File: src/rtl/tmr_pkg.sv
// Shared definitions for the TMR voter error monitor: voter limits and FSM state type.
package tmr_pkg;

  // Upper bound on voter err lines a single monitor can watch.
  localparam int unsigned TMR_MAX_VOTERS = 32;

  // Classification FSM; encodings are visible on state_o.
  typedef enum logic [1:0] {
    ST_IDLE       = 2'd0,
    ST_TRANSIENT  = 2'd1,
    ST_PERSISTENT = 2'd2,
    ST_RESYNC     = 2'd3
  } tmr_state_e;

endpackage

File: src/rtl/sat_counter.sv
// Saturating up-counter with synchronous reset and clear.
module sat_counter #(
  parameter int unsigned WIDTH = 16
) (
  input  logic             clk,
  input  logic             rst,
  input  logic             clr,
  input  logic             inc,
  output logic [WIDTH-1:0] count
);

  logic [WIDTH-1:0] count_q;

  // Count up by one per inc, hold at all-ones; clear beats increment.
  always_ff @(posedge clk) begin
    if (rst || clr) begin
      count_q <= '0;
    end else if (inc && (count_q != '1)) begin
      count_q <= count_q + WIDTH'(1);
    end
  end

  assign count = count_q;

endmodule

File: src/rtl/tmr_err_monitor.sv
// Watches voter disagreement lines, counts error cycles, keeps sticky per-voter
// flags and escalates long error runs into a resync request.
module tmr_err_monitor
  import tmr_pkg::*;
#(
  parameter int unsigned N_VOTERS       = 4,
  parameter int unsigned PERSIST_CYCLES = 8,
  parameter int unsigned CNT_W          = 16
) (
  input  logic                clk,
  input  logic                rst,
  input  logic [N_VOTERS-1:0] err_i,
  input  logic                clear_i,
  input  logic                resync_ack_i,
  output logic                resync_req_o,
  output logic                persistent_o,
  output logic [CNT_W-1:0]    err_count_o,
  output logic [N_VOTERS-1:0] fault_vec_o,
  output logic [1:0]          state_o
);

  localparam int unsigned      RUN_W    = $clog2(PERSIST_CYCLES + 1);
  localparam logic [RUN_W-1:0] RUN_ONE  = RUN_W'(1);
  localparam logic [RUN_W-1:0] RUN_LAST = RUN_W'(PERSIST_CYCLES);

  tmr_state_e          state_q, state_d;
  logic [RUN_W-1:0]    run_q, run_d;
  logic [N_VOTERS-1:0] fault_q, fault_d;
  logic                req_q, pers_q;
  logic                err_cycle;

  assign err_cycle = |err_i;

  sat_counter #(.WIDTH(CNT_W)) u_cnt (
    .clk   (clk),
    .rst   (rst),
    .clr   (clear_i),
    .inc   (err_cycle),
    .count (err_count_o)
  );

  // Next-state logic: run length tracked only while watching for a persistent fault.
  always_comb begin
    state_d = state_q;
    run_d   = run_q;
    case (state_q)
      ST_IDLE: begin
        if (err_cycle) begin
          state_d = ST_TRANSIENT;
          run_d   = RUN_ONE;
        end
      end
      ST_TRANSIENT: begin
        if (err_cycle) begin
          run_d = run_q + RUN_ONE;
          if (run_d == RUN_LAST) state_d = ST_PERSISTENT;
        end else begin
          state_d = ST_IDLE;
          run_d   = '0;
        end
      end
      ST_PERSISTENT: state_d = ST_RESYNC;
      ST_RESYNC: begin
        if (resync_ack_i) begin
          state_d = ST_IDLE;
          run_d   = '0;
        end
      end
      default: begin
        state_d = ST_IDLE;
        run_d   = '0;
      end
    endcase
    fault_d = clear_i ? '0 : (fault_q | err_i);
  end

  // State, sticky flags and registered decodes of the next state.
  always_ff @(posedge clk) begin
    if (rst) begin
      state_q <= ST_IDLE;
      run_q   <= '0;
      fault_q <= '0;
      req_q   <= 1'b0;
      pers_q  <= 1'b0;
    end else begin
      state_q <= state_d;
      run_q   <= run_d;
      fault_q <= fault_d;
      req_q   <= (state_d == ST_RESYNC);
      pers_q  <= (state_d == ST_PERSISTENT);
    end
  end

  assign resync_req_o = req_q;
  assign persistent_o = pers_q;
  assign fault_vec_o  = fault_q;
  assign state_o      = state_q;

endmodule

File: config.mk
export PLATFORM = sky130hd
export DESIGN_NAME = tmr_err_monitor
export DESIGN_NICKNAME = d
export VERILOG_FILES = /design/src/rtl/tmr_pkg.sv /design/src/rtl/sat_counter.sv /design/src/rtl/tmr_err_monitor.sv
export SDC_FILE = /design/constraint.sdc
export NUM_CORES = 1
export LEC_CHECK = 0
export BUFFER_PORTS_ARGS = -buffer_cell sky130_fd_sc_hd__buf_2
export CAP_MARGIN = 20
export CORE_MARGIN = 5
export CORE_UTILIZATION = 51
export DETAILED_ROUTE_END_ITERATION = 12
export HOLD_SLACK_MARGIN = 0.1
export PLACE_DENSITY_LB_ADDON = 0.15
export RECOVER_POWER = 50
export REMOVE_ABC_BUFFERS = 1
export SETUP_SLACK_MARGIN = 0.5
export SLEW_MARGIN = 10
export SYNTH_ARGS = -nofsm -noshare
export SYNTH_HDL_FRONTEND = slang
export SYNTH_SLANG_ARGS = --single-unit
File: constraint.sdc
create_clock -name clk -period 2.71 [get_ports clk]
set_clock_uncertainty 0.1 [all_clocks]
set_input_delay 0.542 -clock clk [delete_from_list [all_inputs] [get_ports clk]]
set_output_delay 0.542 -clock clk [all_outputs]
set_load 0.01 [all_outputs]
---- Yosys cells after proc, flatten, opt, wreduce, memory -nomap -nowiden ----
Index checks and enable logic that the tools add are counted.
operators by class
  multiplexer cells ....................... 9
  add/sub/neg operators ................... 2
  reductions and logical operators ........ 7
  bitwise gates (word level) .............. 1
  eq/ne operators ......................... 9
operators by type and width
  cell                                                                      number
  16-bit by 1-bit adder with 16-bit output (second input constant)          1
  16-bit inequality test (second input constant)                            1
  4-bit two-way mux                                                         3
  4-bit one-hot mux with 3 select lines                                     1
  2-bit == test (second input constant)                                     4
  2-bit two-way mux                                                         4
  2-bit one-hot mux with 4 select lines                                     1
  4-bit by 1-bit adder with 4-bit output (second input constant)            1
  4-bit == test (second input constant)                                     1
  4-bit bitwise OR                                                          1
  4-bit OR reduction                                                        1
  3-bit AND reduction                                                       1
  3-bit nonzero test                                                        1
  2-bit by 1-bit == test with 1-bit output (second input constant)          1
  2-bit zero test                                                           1
  2-bit by 1-bit inequality test with 1-bit output (second input constant)  1
  2-bit inequality test (second input constant)                             1
  2-bit OR reduction                                                        1
  1-bit logical AND                                                         1
  1-bit logical OR                                                          1
word-level totals
  register bits after elaboration ......... 28
  word-level logic and storage cells ...... 34
  bits of input ports ..................... 8

---- Longest topological paths before layout ----
Gate-level depths: netlist of run 1.
  depth in word-level cells ............... 6
  depth in mapped cells ................... 6
  depth with buffers taken out ............ 5

---- Cells and area by module ----
From an unflattened synthesis of run 1, not the netlist that was laid out.
unflattened totals
  cells, all modules ...................... 146
  area, all modules ....................... 1377.6 sq um
modules (own cells, without submodules)
  module           area an instance (sq um)  cells an instance  instances  sequential area each (sq um)
  sat_counter      847.1                     95                 1          320.3
  tmr_err_monitor  530.5                     51                 1          240.2

---- Worst setup path before layout of run 1 ----
OpenSTA, ideal clock, no wires.
  kind .................................... input to register
  from .................................... in err_i[1]
  to ...................................... reg u_cnt.count_q[15], in the netlist u_cnt.count[15]
  stages on the path ...................... 5
  slack ................................... 711 ps
  path buffers ............................ 1
  arrival ................................. 1829 ps
  required time ........................... 2539 ps
  cells stage by stage .................... nor4_2 or4_1 buf_2 or4_1 a21oi_1
on the way
  word-level cells in the longest chain between the ends .. 2
RTL lines
  element               line                   text
  from (decl)           tmr_err_monitor.sv:12  input logic [N_VOTERS-1:0] err_i,
  4-bit OR reduction    tmr_err_monitor.sv:32  assign err_cycle = |err_i;
  1-bit logical AND     sat_counter.sv:18      end else if (inc && (count_q != '1)) begin
  to (signal assigned)  sat_counter.sv:19      count_q <= count_q + WIDTH'(1);
  to (decl)             sat_counter.sv:12      logic [WIDTH-1:0] count_q;
Every way passes these cells.
A chain may end at the register's enable or synchronous reset.

---- Worst setup path in the final report of run 1 ----
  from .................................... reg u_cnt.count_q[0], in the netlist u_cnt.count[0]
  to ...................................... reg u_cnt.count_q[10], in the netlist u_cnt.count[10]
on the way
  word-level cells in the longest chain between the ends .. 2
  elaborated cells on any way between the ends .. 3
  classes of those cells .................. 1 x add/sub; 1 x eq/ne; 1 x reduce/logical
RTL lines
  element
  parallel branches: the longest is 2 deep, another holds 16-bit by 1-bit adder with 16-bit output
Several ways; the timed one is not identified.

==> flow_summary.yaml, run 1 <==
outcome:
  status: "completed"
worst_setup_path:
  critPathMaxFanout: 7
  cp.arrival_ps: 2150
  cp-start-kind: "flip-flop"
  r2r_cells: 6
  r2r_start: "u_cnt.count[0]"
  critical_path_class: "flip-flop to flip-flop"
  worstPathRequired_ps: 2800
  regToRegSetupSlack_ps: 640
  crit_path_end_kind: "flip-flop"
  r2r_end: "u_cnt.count[10]"
layout:
  regArea_um2: 561
  drive_gt1_frac: 0.125
  multi_input_comb_area_um2: 697
  utilization: 0.612
  area_growth_pct: 16.2
  n_fill_cell: 223
  layout.cells.non_filler: 214
  final_area_um2: 1500
  diodes: 0
  final_nets: 195
sta:
  period_needed_ps: 2070
  setup_viol: 0
  hold_violations: 0
  rsz0062_at_grt: "no"
  relSlewSlack: 0.256
  setup_tns_ps: 0
  worstMarginPinSlew_ps: 1110
  slew_viol_final: 0
  max_freq_mhz: 484
  timing.final.crit_share: 0.763
grt:
  grt_pass1_vias: 1177
  gr-total-overflow: 0
  met2_usage: 0.324
  grt.busiest_layer: "met2"
  gr-usage-all-layers: 0.186
  use_met1: 0.218
  grt_max_degree: 19
  met3_usage: 0.0383
  grt_pass1_wl_mm: 5.21
  grt_antenna_before_repair: 0
power:
  power.density_nw_per_um2: 494
  power_frac_seq: 0.576
  pwr-share-clk: 0.371
  p_leak_nw: 0.501
  p_sw_mw: 0.159
  pwr-share-comb: 0.053
  p_int_mw: 0.584
  max-vdd-ir-drop_uv: 268
  switching_share: 0.214
routing:
  drtPass1Iterations: 4
  wirelength_mm: 3.13
  drtIter0Drc: 51
  viasPerCell: 5.92
  antenna_left: 0
  wire_per_inst_um: 14.6
  vias: 1267
  drc: 0
clock_network:
  clock-sinks: 28
  clk_path_buf_depth: 2
  cts_root_buffer: "clkbuf_4"
  htreeDepth: 1
  clk_latency_ps: 330
  clk_pin_slew_worst_paths_ps: 160
  hold_buffers: 0
  cts_tree: "built"
  cts_buffers: 3
hold_path:
  hold-path-endpoint: "fault_vec_o[3]"
  holdPathStages: 3
  hold_path.class: "input port to flip-flop"
  min_from: "err_i[3]"
placed_design:
  hpwlAfterDp_mm: 2.31
  placed_cell_area_um2: 1470
  port-buffer-count: 31
  numPlacedInstances: 210
  gp_congestion: 0.769
floorplanning:
  fp.dieW_um: 60.3
  pin_count: 32
  dieArea_um2: 3640
  rows: 18
  start_util: 0.527
  core_area_um2: 2450
  die_h_um: 60.3
synthesis:
  synthFlopType: "dfxtp_1"
  yosysWarnings: 0
  yosys-top-cells-count: "28 x dfxtp_1, 17 x nor2_1, 14 x a21oi_1"
  seq_area_frac_synth: 0.434
  synth-edff-count: 0
  synthDistinctLibCells: 37
  synthArstFlopShare: 0
  yosysMostFrequentCell: "dfxtp_1"
  yosys-top-cells-area: "dfxtp_1 43%, a21oi_1 5.4%, nor2_1 4.9%"
  synth_top_area_cell: "dfxtp_1"
  synth.top_cell.area_share: 0.434
  syn_inst: 154
  ys_ff_latch: 28
  syn_area_um2: 1290
  synth.avg_cell_area_um2: 8.39
flow_run:
  max_cap_viol_count: 0
## metrics by stage
step | power, mW | worst slack (ps) | hold WS (ps)
floorplan | 0.456 | 719 | 384
global placement | 0.476 | 531 | 346
detailed placement | 0.478 | 461 | 352
CTS | 0.747 | 597 | 362
global route | 0.773 | 471 | 355
finish | 0.742 | 642 | 364
## cells by family after synthesis
| logic type | Yosys count | synth area share |
|---|---|---|
| simple gates | 72 | 0.309 |
| compound gates | 42 | 0.204 |
| flops | 28 | 0.434 |
| buf+inv | 9 | 0.0271 |
| fa+ha+maj | 2 | 0.0194 |
| xor+xnor | 1 | 0.00678 |
## final cells by class
cell class / instances / share of cell area
multi-input cells: 117 / 0.464
flip-flops and latches: 28 / 0.373
repair buffers: 33 / 0.0975
well taps: 30 / 0.0250
clock inverters: 1 / 0.0200
clock buffers: 3 / 0.0150
inverters: 2 / 0.00500
## cell usage in the layout, fill, tap and decap left out, drive strengths merged, types with 2 or more instances in the layout
master	n
a22oi	2
or3	11
nor3	4
nand4	7
o31ai	3
nand3	5
nor2	17
nor4	4
inv	2
ha	2
o311ai	2
or4	3
o211ai	2
a21oi	14
o21ai	10
clkbuf	22
nand3b	2
nand2	13
buf	14
dfxtp	28
a31oi	2
o41ai	3
## power groups by stage
stage,registers (mW),logic [mW],clock network [mW]
final,0.427,0.0397,0.275
after CTS,0.427,0.0421,0.278
after floorplan,0.437,0.0190,0
after detailed placement,0.436,0.0422,0
after global routing,0.429,0.0444,0.300
after global placement,0.436,0.0406,0
## how the worst max path moves through the flow
stage | startpoint | to | slack [ps] | cells past startpoint
3_3_place_gp | err_i[1] | u_cnt.count[15] | 530 | 5
5_1_grt | u_cnt.count[0] | u_cnt.count[10] | 470 | 6
2_1_floorplan | err_i[1] | u_cnt.count[15] | 720 | 4
6_report | u_cnt.count[0] | u_cnt.count[10] | 640 | 6
3_5_place_dp | err_i[1] | u_cnt.count[15] | 460 | 5
4_1_cts | u_cnt.count[0] | u_cnt.count[14] | 600 | 6
## state kept, by name, summed over array words and instances (netlist names)
| register | flops |
|---|---|
| u_cnt.count | 16 |
| persistent_o | 1 |
| state_o | 2 |
| fault_vec_o | 4 |
| run_q | 4 |
| resync_req_o | 1 |
## routing by layer
layer | share of wire | routed length [um] | vias to the layer above
li1 | - | - | 643
met1 | 0.43 | 1360 | 593
met2 | 0.51 | 1590 | 26
met3 | 0.046 | 143 | 5
met4 | 0.013 | 40 | 0
met5 | 0 | 0 | -
## what timing repair did
item                                    in CTS  in global routing
buffers inserted                             0                  0
endpoints found under the setup margin       0                  4
gates resized for setup                      0                  3
## critical path, cell delays in order (launching register included)
cell and delay (ps):
dfxtp_1 460, ha_2 260, o41ai_1 90, buf_4 160, or3_1 410, o311ai_0 310
o41ai_1 130
(Power assumes the default switching activity.)
==> run 2: changes to the inputs <==
- ABC_AREA: not set -> 1
- CORE_UTILIZATION: 51 -> 47
- clock period: 2.71 -> 1.77 ns (I/O delays scaled with it)
==> run 2 against run 1 <==
Net effect:
- count of clock-buffer cells in the layout did not move
- final cell count rose by 44%
- critical path type unchanged
- register-to-register slack got worse by 400 ps
- sequential share of layout area fell by 9.4 points
- sequential power rose by 53%
- maximum frequency rose by 36%
- critical endpoint is now u_cnt.count[11]
==> flow_summary.yaml, run 2 <==
worst_setup_path:
  worstPathRequired_ps: 1880
  slowest_stage: "dfxtp_1"
  critical_path_class: "flip-flop to flip-flop"
  crit_path_end_kind: "flip-flop"
  crit_path_cell_trace: "nand2_1, nor2_2, nand2_2, nor2_4, nor2_4, buf_6, nand2_1, a21oi_1"
  cp.arrival_ps: 1630
  max_stage_delay_ps: 450
  cp-start-kind: "flip-flop"
  critPathMaxFanout: 5
synthesis:
  yosys-top-cells-area: "dfxtp_1 40%, nand2_1 17%, nor2_1 9.4%"
  syn_area_um2: 1400
  synthDistinctLibCells: 21
  synthArstFlopShare: 0
  synth_top_area_cell: "dfxtp_1"
  synth.avg_cell_area_um2: 6.65
  ys_ff_latch: 28
  synth.top_cell.area_share: 0.400
  yosysWarnings: 0
  syn_inst: 211
  seq_area_frac_synth: 0.400
  yosysMostFrequentCell: "nand2_1"
  synthFlopType: "dfxtp_1"
  yosys-top-cells-count: "62 x nand2_1, 35 x nor2_1, 28 x dfxtp_1"
  synth-edff-count: 0
layout:
  largest_register_ff_count: 16
  final_nets: 289
  layout_common_cells: "58 x nand2_1, 33 x nor2_1, 28 x buf_4"
  mostFrequentLayoutCell: "nand2_1"
  layout.cells.non_filler: 308
  area_growth_pct: 48.7
  diodes: 0
  utilization: 0.744
  final_area_um2: 2090
  drive_gt1_frac: 0.347
floorplanning:
  die_h_um: 64.6
  core_area_um2: 2810
  dieArea_um2: 4180
  pin_count: 32
  rows: 19
  fp.dieW_um: 64.6
  start_util: 0.500
sta:
  setup_slack_ps: 245
  rsz0062_at_grt: "yes"
  worstMarginPinSlew_ps: 512
  hold_violations: 0
  slew_viol_final: 0
  relSlewSlack: 0.658
  setup_viol: 0
  timing.final.crit_share: 0.862
  hold_ws_ps: 160
  max_freq_mhz: 656
  period_needed_ps: 1530
  setup_tns_ps: 0
routing:
  drtIter0Drc: 125
  antenna_left: 0
  vias: 1591
  viasPerCell: 5.17
  drc: 0
  drtPass1Iterations: 4
  wire_per_inst_um: 13.1
  wirelength_mm: 4.04
grt:
  grt_pass1_wl_mm: 6.18
  grt_pass1_vias: 1420
  grt_max_degree: 16
  grt_antenna_before_repair: 0
  gr-usage-all-layers: 0.184
  gr-total-overflow: 0
clock_network:
  clk_pin_slew_worst_paths_ps: 140
  cts_tree: "built"
  clock-sinks: 28
  htreeDepth: 1
  cts_buffers: 3
  clk_path_buf_depth: 2
  clk_latency_ps: 320
  cts_root_buffer: "clkbuf_4"
  hold_buffers: 0
outcome:
  status: "completed"
placed_design:
  numPlacedInstances: 277
  port-buffer-count: 31
  hpwlAfterDp_mm: 2.41
  post-place-ws_ps: 97.1
  gp_congestion: 0.852
  placed_cell_area_um2: 1630
hold_path:
  hold_path.class: "input port to flip-flop"
power:
  power.density_nw_per_um2: 490
  totalPowerFinal_mw: 1.02
  p_leak_nw: 0.890
  max-vdd-ir-drop_uv: 379
flow_run:
  max_cap_viol_count: 0
run 2: cell families (layout without fill, tap and decap cells):
logic type | count (synthesis) | after routing | synth area share
AO/OA/AOI/OAI | 29 | 29 | 0.107
XOR/XNOR | 7 | 7 | 0.0437
adder cells (fa/ha/maj) | 2 | 2 | 0.0178
buffers and inverters | 27 | 92 | 0.0803
flip-flops | 28 | 28 | 0.400
AND/OR/NAND/NOR | 118 | 119 | 0.351
run 2: per-layer routing:
| layer | vias up | track usage | part of all wire |
|---|---|---|---|
| met5 | - | 0 | 0 |
| met4 | 0 | 0.0580 | 0.020 |
| met3 | 11 | 0.0276 | 0.038 |
| met2 | 44 | 0.340 | 0.52 |
| met1 | 735 | 0.219 | 0.43 |
| li1 | 801 | - | - |
run 2: layout make-up:
cell class,count,area (um2)
timing repair buffer,66,559
fill,224,719
clock buffer,3,22.5
inverter,23,91.3
tap,31,38.8
multi-input combinational,157,791
sequential,28,583
run 2: worst paths after layout:
path / startpoint / to / slack, ps / cells after the start
hold / removal: err_i[3] / fault_vec_o[3] / 160 / 3
hold reg to reg: run_q[1] / run_q[1] / 390 / 2
setup reg to reg: u_cnt.count[4] / u_cnt.count[11] / 240 / 8
setup / recovery: u_cnt.count[4] / u_cnt.count[11] / 240 / 8
run 2: where the power goes:
group | switching [mW] | total (mW) | leakage (nW) | internal [mW]
sequential | 0.0123 | 0.652 | 0.234 | 0.640
combinational | 0.0580 | 0.112 | 0.643 | 0.0540
clock | 0.179 | 0.259 | 0.0138 | 0.0799
run 2: what timing repair did:
action | CTS | global route
gates cloned | 1 | 0
pin swaps | 8 | 6
gates resized for setup | 55 | 26
endpoints found under the setup margin | 33 | 47
setup buffers | 19 | 8
run 2: worst max-delay path: cells and delay by family (launching register included):
family                 cells  cell delay (ps)
buffers and inverters      1              130
flip-flops                 1              450
AO/OA/AOI/OAI              1               70
AND/OR/NAND/NOR            6              640
